## src/rtl/masked_and_sched_if.sv

```systemverilog
// Requester, gate and response signals of the masked AND scheduler.
// The scheduler takes the slave view; requesters plus gate take the master view.
interface masked_and_sched_if #(
    parameter int NREQ = 4,
    parameter int W    = 8
);
    logic [NREQ-1:0]   req_valid;
    logic [NREQ-1:0]   req_ready;
    logic [NREQ*W-1:0] req_a0;
    logic [NREQ*W-1:0] req_a1;
    logic [NREQ*W-1:0] req_b0;
    logic [NREQ*W-1:0] req_b1;
    logic [W-1:0]      g_a0;
    logic [W-1:0]      g_a1;
    logic [W-1:0]      g_b0;
    logic [W-1:0]      g_b1;
    logic [W-1:0]      g_q0;
    logic [W-1:0]      g_q1;
    logic [NREQ-1:0]   rsp_valid;
    logic [W-1:0]      rsp_q0;
    logic [W-1:0]      rsp_q1;
    logic              busy;

    modport master (
        output req_valid, req_a0, req_a1, req_b0, req_b1, g_q0, g_q1,
        input  req_ready, g_a0, g_a1, g_b0, g_b1, rsp_valid, rsp_q0, rsp_q1, busy
    );

    modport slave (
        input  req_valid, req_a0, req_a1, req_b0, req_b1, g_q0, g_q1,
        output req_ready, g_a0, g_a1, g_b0, g_b1, rsp_valid, rsp_q0, rsp_q1, busy
    );
endinterface

```

## src/rtl/masked_and_sched.sv

```systemverilog
// Round-robin scheduler sharing one 2-share masked AND gate among NREQ requesters.
// Idle gate inputs and unstrobed result shares are always driven to zero.
module masked_and_sched #(
    parameter int NREQ = 4,
    parameter int W    = 8,
    parameter int LAT  = 2,
    parameter int GAP  = 1
) (
    input logic               clk,
    input logic               rst,
    masked_and_sched_if.slave bus
);
    localparam int PW = $clog2(NREQ);

    typedef enum logic [0:0] {
        ST_IDLE  = 1'b0,
        ST_QUIET = 1'b1
    } state_t;

    state_t          state_r;
    state_t          state_n;
    logic [2:0]      cnt_r;
    logic [2:0]      cnt_n;
    logic [PW-1:0]   ptr_r;
    logic [PW-1:0]   ptr_n;
    logic [PW-1:0]   grant_s;
    logic [PW:0]     sum_s;
    logic [PW:0]     idx_s;
    logic            found_s;
    logic            hit_s;
    logic            accept_s;
    logic [NREQ-1:0] ready_s;
    logic [NREQ-1:0] rsp_onehot_s;
    logic [LAT:0]    tag_v_r;
    logic [PW-1:0]   tag_id_r [LAT+1];

    // Rotating priority search: first valid requester starting at ptr wins.
    always_comb begin
        grant_s = '0;
        found_s = 1'b0;
        sum_s   = '0;
        idx_s   = '0;
        hit_s   = 1'b0;
        for (int k = 0; k < NREQ; k++) begin
            sum_s   = {1'b0, ptr_r} + (PW+1)'(k);
            idx_s   = (sum_s >= (PW+1)'(NREQ)) ? (sum_s - (PW+1)'(NREQ)) : sum_s;
            hit_s   = bus.req_valid[idx_s[PW-1:0]];
            grant_s = (!found_s && hit_s) ? idx_s[PW-1:0] : grant_s;
            found_s = found_s | hit_s;
        end
    end

    // Ready is only ever offered in IDLE, to the single granted requester.
    always_comb begin
        ready_s = '0;
        if (state_r == ST_IDLE && found_s) begin
            ready_s[grant_s] = 1'b1;
        end else begin
            ready_s = '0;
        end
    end

    assign accept_s      = |(ready_s & bus.req_valid);
    assign bus.req_ready = ready_s;
    assign bus.busy      = (state_r != ST_IDLE) | (|tag_v_r) | (|bus.rsp_valid);

    // Scheduler state register.
    always_ff @(posedge clk) begin
        if (rst) begin
            state_r <= ST_IDLE;
            cnt_r   <= 3'd0;
            ptr_r   <= '0;
        end else begin
            state_r <= state_n;
            cnt_r   <= cnt_n;
            ptr_r   <= ptr_n;
        end
    end

    // Next state: an issue opens GAP quiet cycles and advances the pointer past the grantee.
    always_comb begin
        state_n = state_r;
        cnt_n   = cnt_r;
        ptr_n   = ptr_r;
        case (state_r)
            ST_IDLE: begin
                if (accept_s) begin
                    ptr_n = (grant_s == PW'(NREQ - 1)) ? '0 : (grant_s + PW'(1));
                    if (GAP > 0) begin
                        state_n = ST_QUIET;
                        cnt_n   = 3'(GAP);
                    end else begin
                        state_n = ST_IDLE;
                    end
                end else begin
                    state_n = ST_IDLE;
                end
            end
            ST_QUIET: begin
                cnt_n = cnt_r - 3'd1;
                if (cnt_r == 3'd1) begin
                    state_n = ST_IDLE;
                end else begin
                    state_n = ST_QUIET;
                end
            end
            default: begin
                state_n = ST_IDLE;
                cnt_n   = 3'd0;
            end
        endcase
    end

    // Owner one-hot for the tag leaving the last pipeline stage.
    always_comb begin
        rsp_onehot_s = '0;
        if (tag_v_r[LAT]) begin
            rsp_onehot_s[tag_id_r[LAT]] = 1'b1;
        end else begin
            rsp_onehot_s = '0;
        end
    end

    // Gate operand registers, ownership tags and result capture; shares stay separate words.
    always_ff @(posedge clk) begin
        if (rst) begin
            bus.g_a0      <= '0;
            bus.g_a1      <= '0;
            bus.g_b0      <= '0;
            bus.g_b1      <= '0;
            tag_v_r       <= '0;
            for (int s = 0; s <= LAT; s++) begin
                tag_id_r[s] <= '0;
            end
            bus.rsp_valid <= '0;
            bus.rsp_q0    <= '0;
            bus.rsp_q1    <= '0;
        end else begin
            if (accept_s) begin
                bus.g_a0 <= bus.req_a0[int'(grant_s)*W +: W];
                bus.g_a1 <= bus.req_a1[int'(grant_s)*W +: W];
                bus.g_b0 <= bus.req_b0[int'(grant_s)*W +: W];
                bus.g_b1 <= bus.req_b1[int'(grant_s)*W +: W];
            end else begin
                bus.g_a0 <= '0;
                bus.g_a1 <= '0;
                bus.g_b0 <= '0;
                bus.g_b1 <= '0;
            end
            tag_v_r     <= {tag_v_r[LAT-1:0], accept_s};
            tag_id_r[0] <= grant_s;
            for (int s = 1; s <= LAT; s++) begin
                tag_id_r[s] <= tag_id_r[s-1];
            end
            bus.rsp_valid <= rsp_onehot_s;
            bus.rsp_q0    <= tag_v_r[LAT] ? bus.g_q0 : '0;
            bus.rsp_q1    <= tag_v_r[LAT] ? bus.g_q1 : '0;
        end
    end
endmodule
```

## src/flat_wrapper.sv

```systemverilog
// flat-port wrapper written by rule: the top's interface ports become plain ports
module masked_and_sched_flat 
#(
    parameter int NREQ = 4,
    parameter int W    = 8,
    parameter int LAT  = 2,
    parameter int GAP  = 1
)
  (clk, rst, bus_req_valid, bus_req_a0, bus_req_a1, bus_req_b0, bus_req_b1, bus_g_q0, bus_g_q1, bus_req_ready, bus_g_a0, bus_g_a1, bus_g_b0, bus_g_b1, bus_rsp_valid, bus_rsp_q0, bus_rsp_q1, bus_busy);
  masked_and_sched_if #(.NREQ(NREQ), .W(W)) bus_i ();
  input logic clk;
  input logic rst;
  input wire logic [$bits(bus_i.req_valid)-1:0] bus_req_valid;
  input wire logic [$bits(bus_i.req_a0)-1:0] bus_req_a0;
  input wire logic [$bits(bus_i.req_a1)-1:0] bus_req_a1;
  input wire logic [$bits(bus_i.req_b0)-1:0] bus_req_b0;
  input wire logic [$bits(bus_i.req_b1)-1:0] bus_req_b1;
  input wire logic [$bits(bus_i.g_q0)-1:0] bus_g_q0;
  input wire logic [$bits(bus_i.g_q1)-1:0] bus_g_q1;
  output wire logic [$bits(bus_i.req_ready)-1:0] bus_req_ready;
  output wire logic [$bits(bus_i.g_a0)-1:0] bus_g_a0;
  output wire logic [$bits(bus_i.g_a1)-1:0] bus_g_a1;
  output wire logic [$bits(bus_i.g_b0)-1:0] bus_g_b0;
  output wire logic [$bits(bus_i.g_b1)-1:0] bus_g_b1;
  output wire logic [$bits(bus_i.rsp_valid)-1:0] bus_rsp_valid;
  output wire logic [$bits(bus_i.rsp_q0)-1:0] bus_rsp_q0;
  output wire logic [$bits(bus_i.rsp_q1)-1:0] bus_rsp_q1;
  output wire logic [$bits(bus_i.busy)-1:0] bus_busy;
  assign bus_i.req_valid = bus_req_valid;
  assign bus_i.req_a0 = bus_req_a0;
  assign bus_i.req_a1 = bus_req_a1;
  assign bus_i.req_b0 = bus_req_b0;
  assign bus_i.req_b1 = bus_req_b1;
  assign bus_i.g_q0 = bus_g_q0;
  assign bus_i.g_q1 = bus_g_q1;
  assign bus_req_ready = bus_i.req_ready;
  assign bus_g_a0 = bus_i.g_a0;
  assign bus_g_a1 = bus_i.g_a1;
  assign bus_g_b0 = bus_i.g_b0;
  assign bus_g_b1 = bus_i.g_b1;
  assign bus_rsp_valid = bus_i.rsp_valid;
  assign bus_rsp_q0 = bus_i.rsp_q0;
  assign bus_rsp_q1 = bus_i.rsp_q1;
  assign bus_busy = bus_i.busy;
  masked_and_sched #(.NREQ(NREQ), .W(W), .LAT(LAT), .GAP(GAP)) u_core (.clk(clk), .rst(rst), .bus(bus_i));
endmodule
```

## config.mk

```make
export PLATFORM = sky130hd
export DESIGN_NAME = masked_and_sched_flat
export DESIGN_NICKNAME = d
export VERILOG_FILES = /design/src/rtl/masked_and_sched_if.sv /design/src/rtl/masked_and_sched.sv /design/src/flat_wrapper.sv
export SDC_FILE = /design/constraint.sdc
export NUM_CORES = 1
export LEC_CHECK = 0
export ABC_AREA = 1
export CAP_MARGIN = 10
export CORE_MARGIN = 4
export CORE_UTILIZATION = 40
export DETAILED_ROUTE_END_ITERATION = 12
export PLACE_DENSITY = 0.89
export SYNTH_ARGS = -nofsm -noshare
export SYNTH_HDL_FRONTEND = slang
export SYNTH_SLANG_ARGS = --single-unit
export TNS_END_PERCENT = 10
```

## constraint.sdc

```tcl
create_clock -name clk -period 6.6 [get_ports clk]
set_clock_uncertainty 0.05 [all_clocks]
set_input_delay 1.32 -clock clk [delete_from_list [all_inputs] [get_ports clk]]
set_output_delay 1.32 -clock clk [all_outputs]
set_load 0.01 [all_outputs]
```

==> tab_implementation.tex <==
\begin{tabular}{lr}
\hline
Metric & Value \\
\hline
\multicolumn{2}{l}{\textbf{Clock network}} \\
Clock H-tree levels & 3 \\
Sink Count & 67 \\
Cts-stage hold buffer count & 0 \\
Clock tree from TritonCTS & done \\
Deepest clock path buffer count & 2 \\
CTS buffer count & 9 \\
Cts repair resizes & 0 \\
Clock network latency to the later pin of the worst-skew pair & 0.33 ns \\
Clock root buffer master & sky130\_fd\_sc\_hd\_\_clkbuf\_8 \\
Clock transition at path regs & around 0.07 ns \\
Setup repair bufs after CTS & 0 \\
\multicolumn{2}{l}{\textbf{Timing}} \\
Final total negative setup slack & 0 ns \\
RSZ-0062 raised after global routing & no \\
Actual transition at the worst max-transition pin & 0.673 ns \\
Fmax achieved & 0.183 GHz \\
Hold Violations, Final & 0 \\
Clock period minus final worst setup slack & 5.46 ns \\
Final-report max-slew violation count & 0 \\
Final count of negative-setup-slack endpoints & 0 \\
Post-route fraction of the period consumed by the critical path & 0.827 \\
Relative slew margins & 0.551 \\
\multicolumn{2}{l}{\textbf{Min path}} \\
Classification of the worst-slack hold path & reg2reg \\
Worst Hold Endpoint & u\_core.tag\_id\_r[0][2]\$\_SDFF\_PP0\_ \\
Number of cells on the worst hold path & 2 \\
Startpoint of the worst hold path & u\_core.tag\_id\_r[0][0]\$\_SDFF\_PP0\_ \\
\multicolumn{2}{l}{\textbf{Floorplan}} \\
Chip Height & 98.9 um \\
Die width & approximately 100 um \\
\# rows & 32 \\
Floorplan core area & slightly below 8000 um\^{}2 \\
I/O pin cnt & 207 \\
Total Die Area & a little under 10000 um\^{}2 \\
Starting utilization of the core area & 0.419 \\
\multicolumn{2}{l}{\textbf{Placement}} \\
Port Buffer Count & 206 \\
Final Wtd Congestion & 0.908 \\
Instance count after placement with tap cells included & 704 \\
Detailed placer's ending HPWL & 8500 um \\
\multicolumn{2}{l}{\textbf{Logic synthesis}} \\
Most instantiated cells after synthesis & sky130\_fd\_sc\_hd\_\_nand3\_1 (73), sky130\_fd\_sc\_hd\_\_dfxtp\_1 (67), sky130\_fd\_sc\_hd\_\_inv\_1 (40) \\
Leading cell types by total area after synthesis & sky130\_fd\_sc\_hd\_\_dfxtp\_1 (41\%), sky130\_fd\_sc\_hd\_\_nand3\_1 (11\%), sky130\_fd\_sc\_hd\_\_o211ai\_1 (7.3\%) \\
Synth async-reset ratio & 0 \\
Area share of the largest cell type after synthesis & 0.406 \\
Simple-gate share of the synthesized area & 0.316 \\
Count leader, synth & sky130\_fd\_sc\_hd\_\_nand3\_1 \\
Number of flops mapped to enable cells by yosys & 0 \\
Count of mapped cells out of synthesis & around 420 \\
YS warnings & 0 \\
Arithmetic-cell share of the synthesized area counting full adders, half adders and majority gates & 0.0151 \\
Register bit total from synthesis & 67 \\
Dominant combinational cell family by area after synthesis & simple AND/OR/NAND/NOR gates \\
Mean instance size in the synthesized netlist & 7.81 um\^{}2 \\
Count of cell types in the netlist & 31 \\
Number of nets in the synthesized netlist & 577 \\
Post-synthesis share of cell area spent on xor and xnor gates & 0 \\
Share of the yosys chip area belonging to registers & 0.406 \\
Post-synth top area cell & sky130\_fd\_sc\_hd\_\_dfxtp\_1 \\
Post-synthesis compound-gate area fraction & 0.154 \\
Area of the mapped netlist & 3310 um\^{}2 \\
Multiplexer fraction of the synthesized cell area & 0 \\
Top\_reg\_cell synth & sky130\_fd\_sc\_hd\_\_dfxtp\_1 \\
\multicolumn{2}{l}{\textbf{GRT}} \\
Overall track demand over capacity in global routing & 0.214 \\
Pin count of the biggest net entering global routing & 68 \\
Number of global-route vias before repair & roughly 3600 \\
Initial antenna violation count & 0 \\
First-pass GRT wire length & 17200 um \\
Grt total ovfl & 0 \\
\multicolumn{2}{l}{\textbf{Critical path}} \\
Worst Setup Path Type & in2out \\
FF-to-FF path depth & 16 \\
Worst setup EP type & output pin \\
Worst setup SP type & input port \\
Signal arrival time at the worst endpoint & roughly 4.1 ns \\
RR Endpoint & u\_core.bus.g\_a0[6]\$\_SDFF\_PP0\_ \\
Maximum fanout along the worst path & 54 \\
Required time of the critical path & 5.23 ns \\
R2R Path Start & u\_core.ptr\_r[0]\$\_SDFFE\_PP0P\_ \\
Setup slack of the most critical reg-to-reg path & 3.21 ns \\
\multicolumn{2}{l}{\textbf{Cells and area}} \\
Layout cells sized above 1 & 0.0875 \\
Fin cells & 719 \\
FILL cells & between 600 and 700 \\
Number of nets in the finished design & 767 \\
Layout overhead on the synthesized area & 66.3\% \\
\# diodes & 0 \\
\multicolumn{2}{l}{\textbf{Run}} \\
Max Cap Viol & 0 \\
\multicolumn{2}{l}{\textbf{Power and ir drop}} \\
LEAKAGE & 0.00213 uW \\
PD cells & 397 nW/um\^{}2 \\
Maximum VDD drop & 0.000319 V \\
\multicolumn{2}{l}{\textbf{Status}} \\
Outcome & completed \\
\multicolumn{2}{l}{\textbf{Routing}} \\
Remaining design rule violation count & 0 \\
Post-route ant nets & 0 \\
Routed via count divided by cell count & around 5.1 \\
Average detailed-routed wire length per instance & 15.3 um \\
Initial DRC Count & 145 \\
Final WL & 11000 um \\
Total via count after detailed routing & 3638 \\
First-pass detailed-route iteration total & 4 \\
\hline
\end{tabular}
worst max path at each step:
stage	startpoint	end	slack, ns	depth (start not counted)
after global placement	bus_req_valid[3]	bus_req_ready[0]	1.27	13
final	bus_req_valid[3]	bus_req_ready[0]	1.14	13
after global routing	bus_req_valid[3]	bus_req_ready[0]	0.94	13
after detailed placement	bus_req_valid[3]	bus_req_ready[0]	1.14	13
after floorplan	bus_req_valid[2]	bus_req_ready[2]	2.53	14
after CTS	bus_req_valid[3]	bus_req_ready[0]	1.13	13
layout make-up:
type / count / area, um^2 / area share
sequential: 67 / 1340 / 0.244
multi-input combinational: 280 / 1600 / 0.291
clock inverter: 6 / 42.5 / 0.00774
tap: 102 / 128 / 0.0232
clock buffer: 9 / 124 / 0.0225
inverter: 45 / 169 / 0.0307
timing repair buffer: 210 / 2090 / 0.381
cell families after synthesis:
kind of cell	Yosys count
DFF	67
and+or+nand+nor	199
adders and majority gates	4
buffers and inverters	76
AOI/OAI and AO/OA	77
worst max-delay path, stage by stage:
cell and delay, ns:
sky130_fd_sc_hd__clkdlybuf4s50_1 0.52, sky130_fd_sc_hd__inv_1 0.07, sky130_fd_sc_hd__nand2_2 0.07, sky130_fd_sc_hd__nand3_2 0.12, sky130_fd_sc_hd__nand2_4 0.14, sky130_fd_sc_hd__inv_2 0.06, sky130_fd_sc_hd__a21oi_1 0.16, sky130_fd_sc_hd__nand2_2 0.08
sky130_fd_sc_hd__nand2_2 0.20, sky130_fd_sc_hd__buf_4 0.45, sky130_fd_sc_hd__nand3_2 0.21, sky130_fd_sc_hd__inv_1 0.10, sky130_fd_sc_hd__clkdlybuf4s50_1 0.54
per-stage QoR:
step	util	setup WS, ns	total power [uW]	cell area (um^2)	hold WS, ns
2_1_floorplan	-	2.53	1560	3310	0.338
3_3_place_gp	0.676	1.27	1850	5330	0.339
3_5_place_dp	0.676	1.14	1900	5330	0.345
4_1_cts	0.697	1.13	2200	5500	0.351
5_1_grt	0.697	0.935	2360	5500	0.382
6_report	0.697	1.14	2180	5500	0.354
state kept, by name, summed over array words and instances, names as in the netlist:
signal                count
u_core.bus.g_a0           8
u_core.bus.g_a1           8
u_core.bus.g_b0           8
u_core.bus.g_b1           8
u_core.bus.rsp_q0         8
u_core.bus.rsp_q1         8
u_core.bus.rsp_valid      4
u_core.cnt_r              3
u_core.ptr_r              2
u_core.state_r            1
u_core.tag_id_r           6
u_core.tag_v_r            3
per-layer routing:
| metal | up-vias | share of wire | GRT usage |
|---|---|---|---|
| met1 | 1638 | 0.39 | 0.248 |
| met2 | 162 | 0.51 | 0.387 |
| met5 | - | 0 | 0 |
| met4 | 0 | 0.018 | 0.0651 |
| li1 | 1820 | - | - |
| met3 | 18 | 0.083 | 0.0517 |
report_power, final:
group | internal [uW] | switching (uW) | total, uW | leakage [uW]
logic | 532 | 841 | 1370 | 0.00150
registers | 485 | 36.7 | 521 | 0.000547
clock network | 135 | 153 | 288 | 0.0000815
total | 1150 | 1030 | 2180 | 0.00213
cell usage in the layout, fill, tap and decap left out, types with 6 or more instances in the layout:
cell                              count
sky130_fd_sc_hd__a21oi_1              6
sky130_fd_sc_hd__a31oi_1             32
sky130_fd_sc_hd__clkbuf_8             9
sky130_fd_sc_hd__clkdlybuf4s50_1    206
sky130_fd_sc_hd__dfxtp_1             67
sky130_fd_sc_hd__inv_1               40
sky130_fd_sc_hd__nand2_1             36
sky130_fd_sc_hd__nand2_2              8
sky130_fd_sc_hd__nand3_1             73
sky130_fd_sc_hd__nor2_1              29
sky130_fd_sc_hd__o211ai_1            32
sky130_fd_sc_hd__or2_1               18
sky130_fd_sc_hd__or2_2               12
(Power assumes the default switching activity.)
